File: src/rtl/minimap_renderer_pkg.sv
// Shared minimap constants, colours and render FSM encoding.
// Used by the renderer, level loader and raytracer.
package minimap_renderer_pkg;

  localparam int GRID_W = 40;
  localparam int GRID_H = 30;
  localparam int CELL   = 4;

  localparam logic [2:0] COL_PLAYER = 3'b100;
  localparam logic [2:0] COL_LINE   = 3'b000;

  typedef enum logic [2:0] {
    S_IDLE,
    S_READ,
    S_WAIT,
    S_PAINT,
    S_DONE
  } state_t;

  function automatic logic last_cell(
    input logic [5:0] cx,
    input logic [4:0] cy
  );
    return (cx == 6'(GRID_W - 1)) &&
           (cy == 5'(GRID_H - 1));
  endfunction

endpackage

File: src/rtl/minimap_renderer.sv
// Raster-scans the 40x30 grid RAM and paints each cell
// as a 4x4 pixel block with grid lines and player marker.
module minimap_renderer
  import minimap_renderer_pkg::*;
(
  input  logic       clock,
  input  logic       reset,
  input  logic       start,
  output logic       done,
  input  logic [5:0] player_x,
  input  logic [4:0] player_y,
  output logic [5:0] grid_x,
  output logic [4:0] grid_y,
  input  logic [2:0] grid_out,
  output logic [7:0] vga_x,
  output logic [6:0] vga_y,
  output logic [2:0] vga_colour,
  output logic       vga_write
);

  state_t     r_state;
  state_t     w_next;
  logic [5:0] r_cx;
  logic [4:0] r_cy;
  logic [1:0] r_px;
  logic [1:0] r_py;
  logic [5:0] r_plx;
  logic [4:0] r_ply;
  logic [2:0] r_colour;
  logic       w_cell_end;
  logic       w_last;
  logic       w_edge;
  logic       w_player;

  assign w_cell_end = (r_px == 2'd3) && (r_py == 2'd3);
  assign w_last     = last_cell(r_cx, r_cy);
  assign w_edge     = (r_px == 2'd3) || (r_py == 2'd3);
  assign w_player   = (r_cx == r_plx) && (r_cy == r_ply);

  always_ff @(posedge clock or posedge reset) begin
    if (reset) begin
      r_state <= S_IDLE;
    end else begin
      r_state <= w_next;
    end
  end

  always_comb begin
    w_next = r_state;
    unique case (r_state)
      S_IDLE:  if (start) w_next = S_READ;
      S_READ:  w_next = S_WAIT;
      S_WAIT:  w_next = S_PAINT;
      S_PAINT: begin
        if (w_cell_end)
          w_next = w_last ? S_DONE : S_READ;
      end
      S_DONE:  w_next = S_IDLE;
      default: w_next = S_IDLE;
    endcase
  end

  always_ff @(posedge clock or posedge reset) begin
    if (reset) begin
      r_cx     <= '0;
      r_cy     <= '0;
      r_px     <= '0;
      r_py     <= '0;
      r_plx    <= '0;
      r_ply    <= '0;
      r_colour <= '0;
    end else begin
      unique case (r_state)
        S_IDLE: begin
          if (start) begin
            r_plx <= player_x;
            r_ply <= player_y;
            r_cx  <= '0;
            r_cy  <= '0;
          end
        end
        S_WAIT: begin
          r_colour <= grid_out;
          r_px     <= '0;
          r_py     <= '0;
        end
        S_PAINT: begin
          r_px <= r_px + 2'd1;
          if (r_px == 2'd3)
            r_py <= r_py + 2'd1;
          // last cell keeps cx/cy; DONE follows
          if (w_cell_end && !w_last) begin
            if (r_cx == 6'(GRID_W - 1)) begin
              r_cx <= '0;
              r_cy <= r_cy + 5'd1;
            end else begin
              r_cx <= r_cx + 6'd1;
            end
          end
        end
        default: ;
      endcase
    end
  end

  always_comb begin
    done       = 1'b0;
    vga_write  = 1'b0;
    vga_x      = '0;
    vga_y      = '0;
    vga_colour = COL_LINE;
    grid_x     = r_cx;
    grid_y     = r_cy;
    unique case (r_state)
      S_PAINT: begin
        vga_write = 1'b1;
        // CELL is 4, so 4*c+p is a plain concatenation
        vga_x     = {r_cx, r_px};
        vga_y     = {r_cy, r_py};
        if (w_edge)
          vga_colour = COL_LINE;
        else if (w_player)
          vga_colour = COL_PLAYER;
        else
          vga_colour = r_colour;
      end
      S_DONE:  done = 1'b1;
      default: ;
    endcase
  end

endmodule

File: config.mk
export PLATFORM = sky130hd
export DESIGN_NAME = minimap_renderer
export DESIGN_NICKNAME = d
export VERILOG_FILES = /design/src/rtl/minimap_renderer_pkg.sv /design/src/rtl/minimap_renderer.sv
export SDC_FILE = /design/constraint.sdc
export NUM_CORES = 1
export LEC_CHECK = 0
export CAP_MARGIN = 20
export CORE_MARGIN = 2
export CORE_UTILIZATION = 52
export DETAILED_ROUTE_END_ITERATION = 8
export MAX_ROUTING_LAYER = met4
export PLACE_DENSITY_LB_ADDON = 0.08
export SKIP_CTS_REPAIR_TIMING = 1
export SLEW_MARGIN = 25
export SYNTH_ARGS = -nofsm -noshare
export SYNTH_HDL_FRONTEND = slang
export SYNTH_SLANG_ARGS = --single-unit
File: constraint.sdc
create_clock -name clock -period 2.7 [get_ports clock]
set_input_delay 0.54 -clock clock [delete_from_list [all_inputs] [get_ports clock]]
set_output_delay 0.54 -clock clock [all_outputs]
set_load 0.03 [all_outputs]
# Word-level counts from Yosys, hierarchy flattened
# Index checks and enable logic that the tools add are counted.
[word_totals]
memories = 0
latch_bits = 0
inputBits = 17
elab_cells = 63
ram_bits = 0
output_inout_bits = 31
ff_bits = 32
romBits = 0
[classes]
n_reduce_logical = 14
order_cmp = 0
addsub = 4
div = 0
n_eq_ne = 15
n_bitwise = 0
mux = 22
mul = 0
shifts = 0
[op_table]
columns = ["op", "n"]
rows = [
  ["2-to-1 mux 3 bit", 6],
  ["2-to-1 mux 6 bit", 3],
  ["2-to-1 mux 5 bit", 3],
  ["case mux 3 bit (4 select lines)", 1],
  ["case mux 6 bit (2 select lines)", 1],
  ["!= test 2 bit, second input constant", 5],
  ["case mux 5 bit (2 select lines)", 1],
  ["2-to-1 mux 8 bit", 1],
  ["case mux 2 bit (2 select lines)", 2],
  ["2-to-1 mux 7 bit", 1],
  ["adder 6 x 1 -> 6 bit, second input constant", 1],
  ["== test 3 x 2 -> 1 bit, second input constant", 2],
  ["== test 6 bit", 1],
  ["== test 6 bit, second input constant", 1],
  ["AND reduction 2 bit", 3],
  ["adder 5 x 1 -> 5 bit, second input constant", 1],
  ["== test 5 bit", 1],
  ["== test 5 bit, second input constant", 1],
  ["adder 2 x 1 -> 2 bit, second input constant", 2],
  ["== test 2 bit, second input constant", 2],
  ["logical AND 1 bit", 4],
  ["AND reduction 4 bit", 1],
  ["nonzero test 2 bit", 2],
  ["== test 3 x 1 -> 1 bit, second input constant", 1],
  ["7 further kinds", 8],
]

# Longest topological paths before layout
[depth]
word_depth = 6
ltp_mapped = 6
depth_no_buf = 6

# Least setup slack after synthesis
# OpenSTA, ideal clock, no wires.
[synth_timing]
kind = "reg2out"
from = "reg r_state[1]"
to = "out vga_x[0]"
arrival_ns = 1.542
required_ns = 2.160
stages_incl_launch_ff = 6
slack_ns = 0.618
path_buffers = 1
cell_sequence = "dfrtp_1 nor2b_4 nand2_1 inv_1 buf_2 and2_1"
[synth_via]
elab_chain_cells = 2
[synth_lines]
columns = ["element", "line_no", "rtl"]
rows = [
  ["start, declared", "minimap_renderer.sv:21", "state_t r_state;"],
  ["start signal, assigned", "minimap_renderer.sv:44", "r_state <= w_next;"],
  ["== test 3 x 2 -> 1 bit", "minimap_renderer.sv:114", "unique case (r_state)"],
  ["2-to-1 mux 8 bit", "minimap_renderer.sv:114", ""],
  ["end, declared", "minimap_renderer.sv:15", "output logic [7:0] vga_x,"],
]
# No other way between the ends.

# Final worst setup path
[layout_timing]
from = "reg r_state[2]"
to = "out vga_y[3]"
[layout_via]
elab_chain_cells = 2
[layout_lines]
columns = ["element", "line_no", "rtl"]
rows = [
  ["== test 3 x 2 -> 1 bit", "minimap_renderer.sv:114", ""],
  ["2-to-1 mux 7 bit", "minimap_renderer.sv:114", ""],
  ["end, declared", "minimap_renderer.sv:16", "output logic [6:0] vga_y,"],
]
# No other way between the ends.

==> results.rst <==
.. list-table::
   :header-rows: 1

   * - Metric
     - Value
   * - Clock sink count
     - 32
   * - Synth area leader
     - sky130_fd_sc_hd__dfrtp_1
   * - Main area contributors after synthesis
     - sky130_fd_sc_hd__dfrtp_1 44%, sky130_fd_sc_hd__nand2_1 9.6%, sky130_fd_sc_hd__xnor2_1 5.8%
   * - Synthesis Warnings
     - 0
   * - First-pass DRT Iterations
     - 6
   * - Routability cong.
     - 0.8197
   * - Number of rows created at floorplan
     - 21
   * - Final number of setup-violating endpoints
     - 0
   * - Share of the synthesized area in the top cell type
     - 44.35%
   * - Placed wire-length estimate after detailed placement
     - 3.458 mm
   * - Clk pin slew, worst setup/hold paths
     - 0.10 ns
   * - Mapped cell area
     - 0.001805 mm^2
   * - Fmax
     - 0.3893 GHz
   * - Total routed wirelength
     - 4.796 mm
   * - Commonest cells in the netlist
     - 46 x sky130_fd_sc_hd__nand2_1, 32 x sky130_fd_sc_hd__dfrtp_1, 16 x sky130_fd_sc_hd__and2_1
   * - Crit path capture type
     - output port
   * - Layout-stage area growth over the synthesis result
     - 39.78%
   * - Power Dens Cells
     - 884.9 mW/mm^2
   * - Async S/R FF share, synth
     - 100.0%
   * - RSZ-0062 raised after global routing
     - no
   * - Maximum clock skew at final layout
     - 0.005290 ns
   * - Number of DRC violations after detailed routing
     - 0
   * - Flop and latch count out of synthesis
     - 32
   * - Number of synthesized flops with an enable pin
     - 0
   * - Worst hold slack after final layout
     - 0.5189 ns
   * - Largest net degree at the start of global routing
     - 33
   * - Worst path required time
     - 2.16 ns
   * - Vias per inst
     - 5.611
   * - DRT antenna net count
     - 0
   * - Max Cap Violations
     - 0
   * - Max clock buf depth
     - 2
   * - Type of the worst setup path
     - reg2out
   * - Final core utilization
     - 75.63%
   * - Status
     - completed
   * - Count of final max-slew check failures
     - 0
   * - GRT Util Overall
     - 26.14%
   * - Largest fanout on the critical path
     - 8
   * - H-tree levels
     - 2
   * - Average wire per cell in the routed design
     - 15.93 um
   * - CTS buffer count
     - 5
   * - Arrival time of the worst setup path
     - 2.03 ns
   * - PortBufs
     - 47
   * - Total congestion overflow after global routing
     - 0
   * - Number of nets produced by synthesis
     - 215
   * - Setup TNS Final
     - 0 ns
   * - Slew at the pin closest to its max-slew limit
     - 0.6353 ns
   * - CTS tree
     - yes
   * - Tightest Hold Check Type
     - reg2reg
   * - Floorplan core area
     - 0.003337 mm^2
   * - Post-synthesis sequential area ratio
     - 44.35%
   * - Wire length of the first global-routing pass
     - 7.817 mm
   * - Number of DRC markers after the initial detailed-route iteration
     - 152
   * - Setup crit start kind
     - flop
   * - Leakage power summed over all cells
     - 1.344 nW
   * - Ratio of final minimum period to clock period
     - 95.14%
   * - Hold violation total from the final report
     - 0
   * - Number of nets at the end of the flow
     - 276
   * - Total number of vias
     - 1,689
   * - Number of diodes added for antenna fixing
     - 0
   * - Maximum ir drop on the vdd rail
     - 0.6488 mV
   * - Share of post-route cells with drive strength above 1
     - 12.94%
   * - Unique cell type count in the Yosys netlist
     - 39
   * - DIE AREA
     - 0.003960 mm^2
   * - Library cell with the highest instance count after synthesis
     - sky130_fd_sc_hd__nand2_1
   * - Chip height
     - 62.93 um
   * - Time the final worst path needs with I/O delays and setup
     - 2.569 ns
   * - Flip-flop cell with the highest count after synthesis
     - sky130_fd_sc_hd__dfrtp_1
   * - Clock insertion delay at the later pin of the skew report
     - 0.34 ns
   * - Effective utilization at floorplan
     - 54.11%
   * - Cell count after synthesis
     - 193
   * - Floorplan die width
     - 62.93 um
   * - Worst slew margin relative to its limit
     - 57.52%
   * - Mean instance size in the synthesized netlist
     - 9.355 um^2
   * - Number of top-level design ports
     - 48
   * - Initial antenna violation count
     - 0
   * - Number of global-route vias before repair
     - 1,667
   * - CTS root buffer
     - sky130_fd_sc_hd__clkbuf_4
-- worst paths after layout --
check / cells after the start / end / from / slack, ns
max: 4 / vga_y[3] / r_state[2] / 0.13
min: 2 / r_ply[0] / r_ply[0] / 0.52
max reg2reg: 6 / grid_x[5] / grid_y[0] / 0.74
min reg2reg: 2 / r_ply[0] / r_ply[0] / 0.52
max in group asynchronous: 3 / r_plx[3] / reset / 1.83
min in group asynchronous: 3 / grid_x[1] / reset / 0.57
-- per-stage QoR --
step | total power, mW | area [um^2] | std cells | setup WS (ns)
finish | 2.233 | 2524 | 301 | 0.1312
global route | 2.362 | 2524 | 301 | 0.004638
CTS | 2.250 | 2476 | 301 | -0.1990
detailed placement | 1.875 | 2400 | 293 | 0.2106
global placement | 1.852 | 2400 | 293 | 0.2156
floorplan | 1.398 | 1805 | 193 | 0.6183
-- sequential cells by signal, summed over array words and instances (netlist names) --
signal    flops
r_plx         6
r_px          2
grid_y        5
grid_x        6
r_colour      3
r_ply         5
r_state       3
r_py          2
-- layout make-up --
type / count / area [um^2]
Timing Repair Buffer: 61 / 618.1
Fill cell: 246 / 813.3
Inverter: 6 / 22.52
Clock inverter: 2 / 35.03
Multi-Input combinational cell: 148 / 948.4
Sequential cell: 32 / 800.8
Tap cell: 46 / 57.56
Clock buffer: 6 / 41.29
-- cells in the final DEF (no fill, tap or decap), types with 4 or more instances in the layout --
cell / n
sky130_fd_sc_hd__and2_1: 16
sky130_fd_sc_hd__and3_1: 4
sky130_fd_sc_hd__buf_4: 14
sky130_fd_sc_hd__clkbuf_4: 5
sky130_fd_sc_hd__clkdlybuf4s50_1: 30
sky130_fd_sc_hd__dfrtp_1: 32
sky130_fd_sc_hd__dlymetal6s2s_1: 17
sky130_fd_sc_hd__ha_1: 5
sky130_fd_sc_hd__inv_1: 6
sky130_fd_sc_hd__mux2_2: 4
sky130_fd_sc_hd__nand2_1: 46
sky130_fd_sc_hd__nand3_1: 8
sky130_fd_sc_hd__nand4_1: 4
sky130_fd_sc_hd__nor2_1: 9
sky130_fd_sc_hd__xnor2_1: 12
-- logic make-up after synthesis --
logic type                 Yosys count  share of synthesized area, %
AOI/OAI and AO/OA                   25                         10.32
and+or+nand+nor                    100                         29.11
adders and majority gates            5                         3.465
muxes                                5                         3.049
buffers and inverters               13                         3.396
xor gates and xnor gates            13                         6.306
DFF                                 32                         44.35
-- routing by layer --
layer,GRT usage [%],share of wire (%)
met3,6.667,6.7
met1,33.61,42
met5,-,0
met4,7.222,1.3
met2,41.09,50
-- critical path: stages, from the launching register on --
cell and delay, ns:
sky130_fd_sc_hd__dfrtp_1 0.51, sky130_fd_sc_hd__nor2b_4 0.21, sky130_fd_sc_hd__nand2_1 0.15, sky130_fd_sc_hd__nor2_1 0.14, sky130_fd_sc_hd__clkdlybuf4s50_1 0.68
-- where the power goes --
group	switching, mW	internal [mW]	total (mW)
combinational	0.652	0.523	1.17
clock	0.170	0.194	0.364
sequential	0.104	0.591	0.694
total	0.926	1.31	2.23
(Power assumes the default switching activity.)
==> edit (config.mk and constraints unchanged) <==
Make the reset (`reset`) synchronous in 2 clocked blocks.
--- a/src/rtl/minimap_renderer.sv
+++ b/src/rtl/minimap_renderer.sv
@@ -37,7 +37,7 @@
   assign w_edge     = (r_px == 2'd3) || (r_py == 2'd3);
   assign w_player   = (r_cx == r_plx) && (r_cy == r_ply);
 
-  always_ff @(posedge clock or posedge reset) begin
+  always_ff @(posedge clock) begin
     if (reset) begin
       r_state <= S_IDLE;
     end else begin
@@ -60,7 +60,7 @@
     endcase
   end
 
-  always_ff @(posedge clock or posedge reset) begin
+  always_ff @(posedge clock) begin
     if (reset) begin
       r_cx     <= '0;
       r_cy     <= '0;
Behaviour: differs if reset is asserted again (counterexample within 4 cycles, from zero or initial values and one cycle with reset high); with reset held inactive, the same outputs for 10 cycles.
==> edit against the unedited design <==
- non-clock buffer count up 1
- final area down 2.6%
- setup slack better by 0.0068 ns
- wire length down 1.9%
- final cell count up 9.3%
- largest cell class unchanged
- critical path type unchanged
- critical path depth unchanged
- synthesized area down 1.3%
- sequential cell count unchanged
- clock skew up 0.0045 ns
Power is not compared: it rests on default switching activity, and its combinational part moved more than twofold at a synthesized area within 25%.
==> edit: results <==
set metrics [dict create \
    synth-warning-count 0 \
    route.detailed.wl_per_inst_um 14.3 \
    critical-path-max-stage-delay_ns 0.67 \
    placed_cells 321 \
    dpl-instance-area_um2 2370 \
    drt_iter0_markers 122 \
    power_leakage_uw 0.000960 \
    ys_top_cells_by_count "sky130_fd_sc_hd__nand2_1, sky130_fd_sc_hd__dfxtp_1, sky130_fd_sc_hd__a21oi_1, sky130_fd_sc_hd__nor2_1, sky130_fd_sc_hd__and2_1" \
    async_reset_ff_share_pct 0 \
    power.ir.vdd_worst_mv 0.276 \
    report.final.slew_viol_count 0 \
    synth_sequential_area_ratio_pct 36.0 \
    ctsHtreeMaxLevel 2 \
    min_path_type "reg -> reg" \
    cts_buffer_depth 2 \
    pg_clk_uw 362 \
    grt_start_max_net_pins 22 \
    cts_buffers 5 \
    synth_top_cells_by_area "sky130_fd_sc_hd__dfxtp_1, sky130_fd_sc_hd__nand2_1, sky130_fd_sc_hd__a21oi_1, sky130_fd_sc_hd__xnor2_1, sky130_fd_sc_hd__and2_1" \
    routed-wl-met3_um 307 \
    clk_root_buffer_cell "sky130_fd_sc_hd__clkbuf_4" \
    wl_met2_um 2320 \
    dp_worst_setup_slack_ns 0.265 \
    timing.critical_path.max_delay_family "buffers and inverters" \
    routed_via_density 5.45 \
    area_delta_synth_final_pct 38.0 \
    fin_nets 304 \
    crit_path_max_fanout 18 \
    synth-compound-area-share_pct 16.1 \
    grt_pass1_wl_um 7670 \
    maxSlewHeadroom_pct 60.9 \
    post_synthesis_share_of_cell_area_spent_on_full_adders_half_adders_and_majority_gates_pct 3.51 \
    wl_met1_um 1980 \
    antenna_found_initial 0 \
    grt_use_total_pct 25.5 \
    gp_routability_congestion 0.879 \
    hold_depth 2 \
    n_fill_cell 265 \
    mappedNetlistNets 247 \
    drtPass1Iterations 4 \
    final_layout_size_suffix_gt1_share_pct 12.0 \
    synthesis.area_per_instance_um2 7.92 \
    clock_skew_ns 0.00979 \
    num_antenna_cells 0 \
    place_hpwl_um 3450 \
    grt_pass1_vias 1652 \
    synth.lib_cells_used.distinct 51 \
    cell_internal_pwr_uw 769 \
    ff2ff_path_depth 6 \
    route.top_layer_used "met4" \
    setup_violations 0 \
    yosys-mux-area-fraction_pct 0.562 \
    status "complete, no violations" \
    power_density_nw_per_um2 428 \
    synth_flop_cell "sky130_fd_sc_hd__dfxtp_1" \
    synth-xor-area-share_pct 5.90 \
    power.sequential.fraction_pct 47.8 \
    buffer_ports.inserted 47 \
    total_wirelength_of_the_detailed_routed_design_um 4710 \
    later_pin_clock_latency_in_the_skew_report_ns 0.34 \
]
==> edit: routing by layer <==
metal | global-route usage [%] | vias up
li1 | - | 896
met1 | 29.2 | 829
met2 | 42.3 | 56
met3 | 8.47 | 12
met4 | 8.06 | 0
met5 | - | -
==> edit: worst paths after layout <==
check | start | end | slack [ns]
hold reg to reg | r_colour[2]$_SDFFE_PP0P_ | r_colour[2]$_SDFFE_PP0P_ | 0.47
setup / recovery | r_state[2]$_SDFFE_PP0P_ | vga_x[7] | 0.14
hold / removal | r_colour[2]$_SDFFE_PP0P_ | r_colour[2]$_SDFFE_PP0P_ | 0.47
setup reg to reg | grid_x[0]$_SDFFE_PP0P_ | grid_x[1]$_SDFFE_PP0P_ | 0.82
==> edit: cell type report <==
class	instances	share of cell area (%)
clock inverters	2	1.42
flip-flops and latches	32	26.1
well taps	46	2.34
repair buffers	62	24.0
inverters	4	0.763
multi-input cells	177	43.7
clock buffers	6	1.68
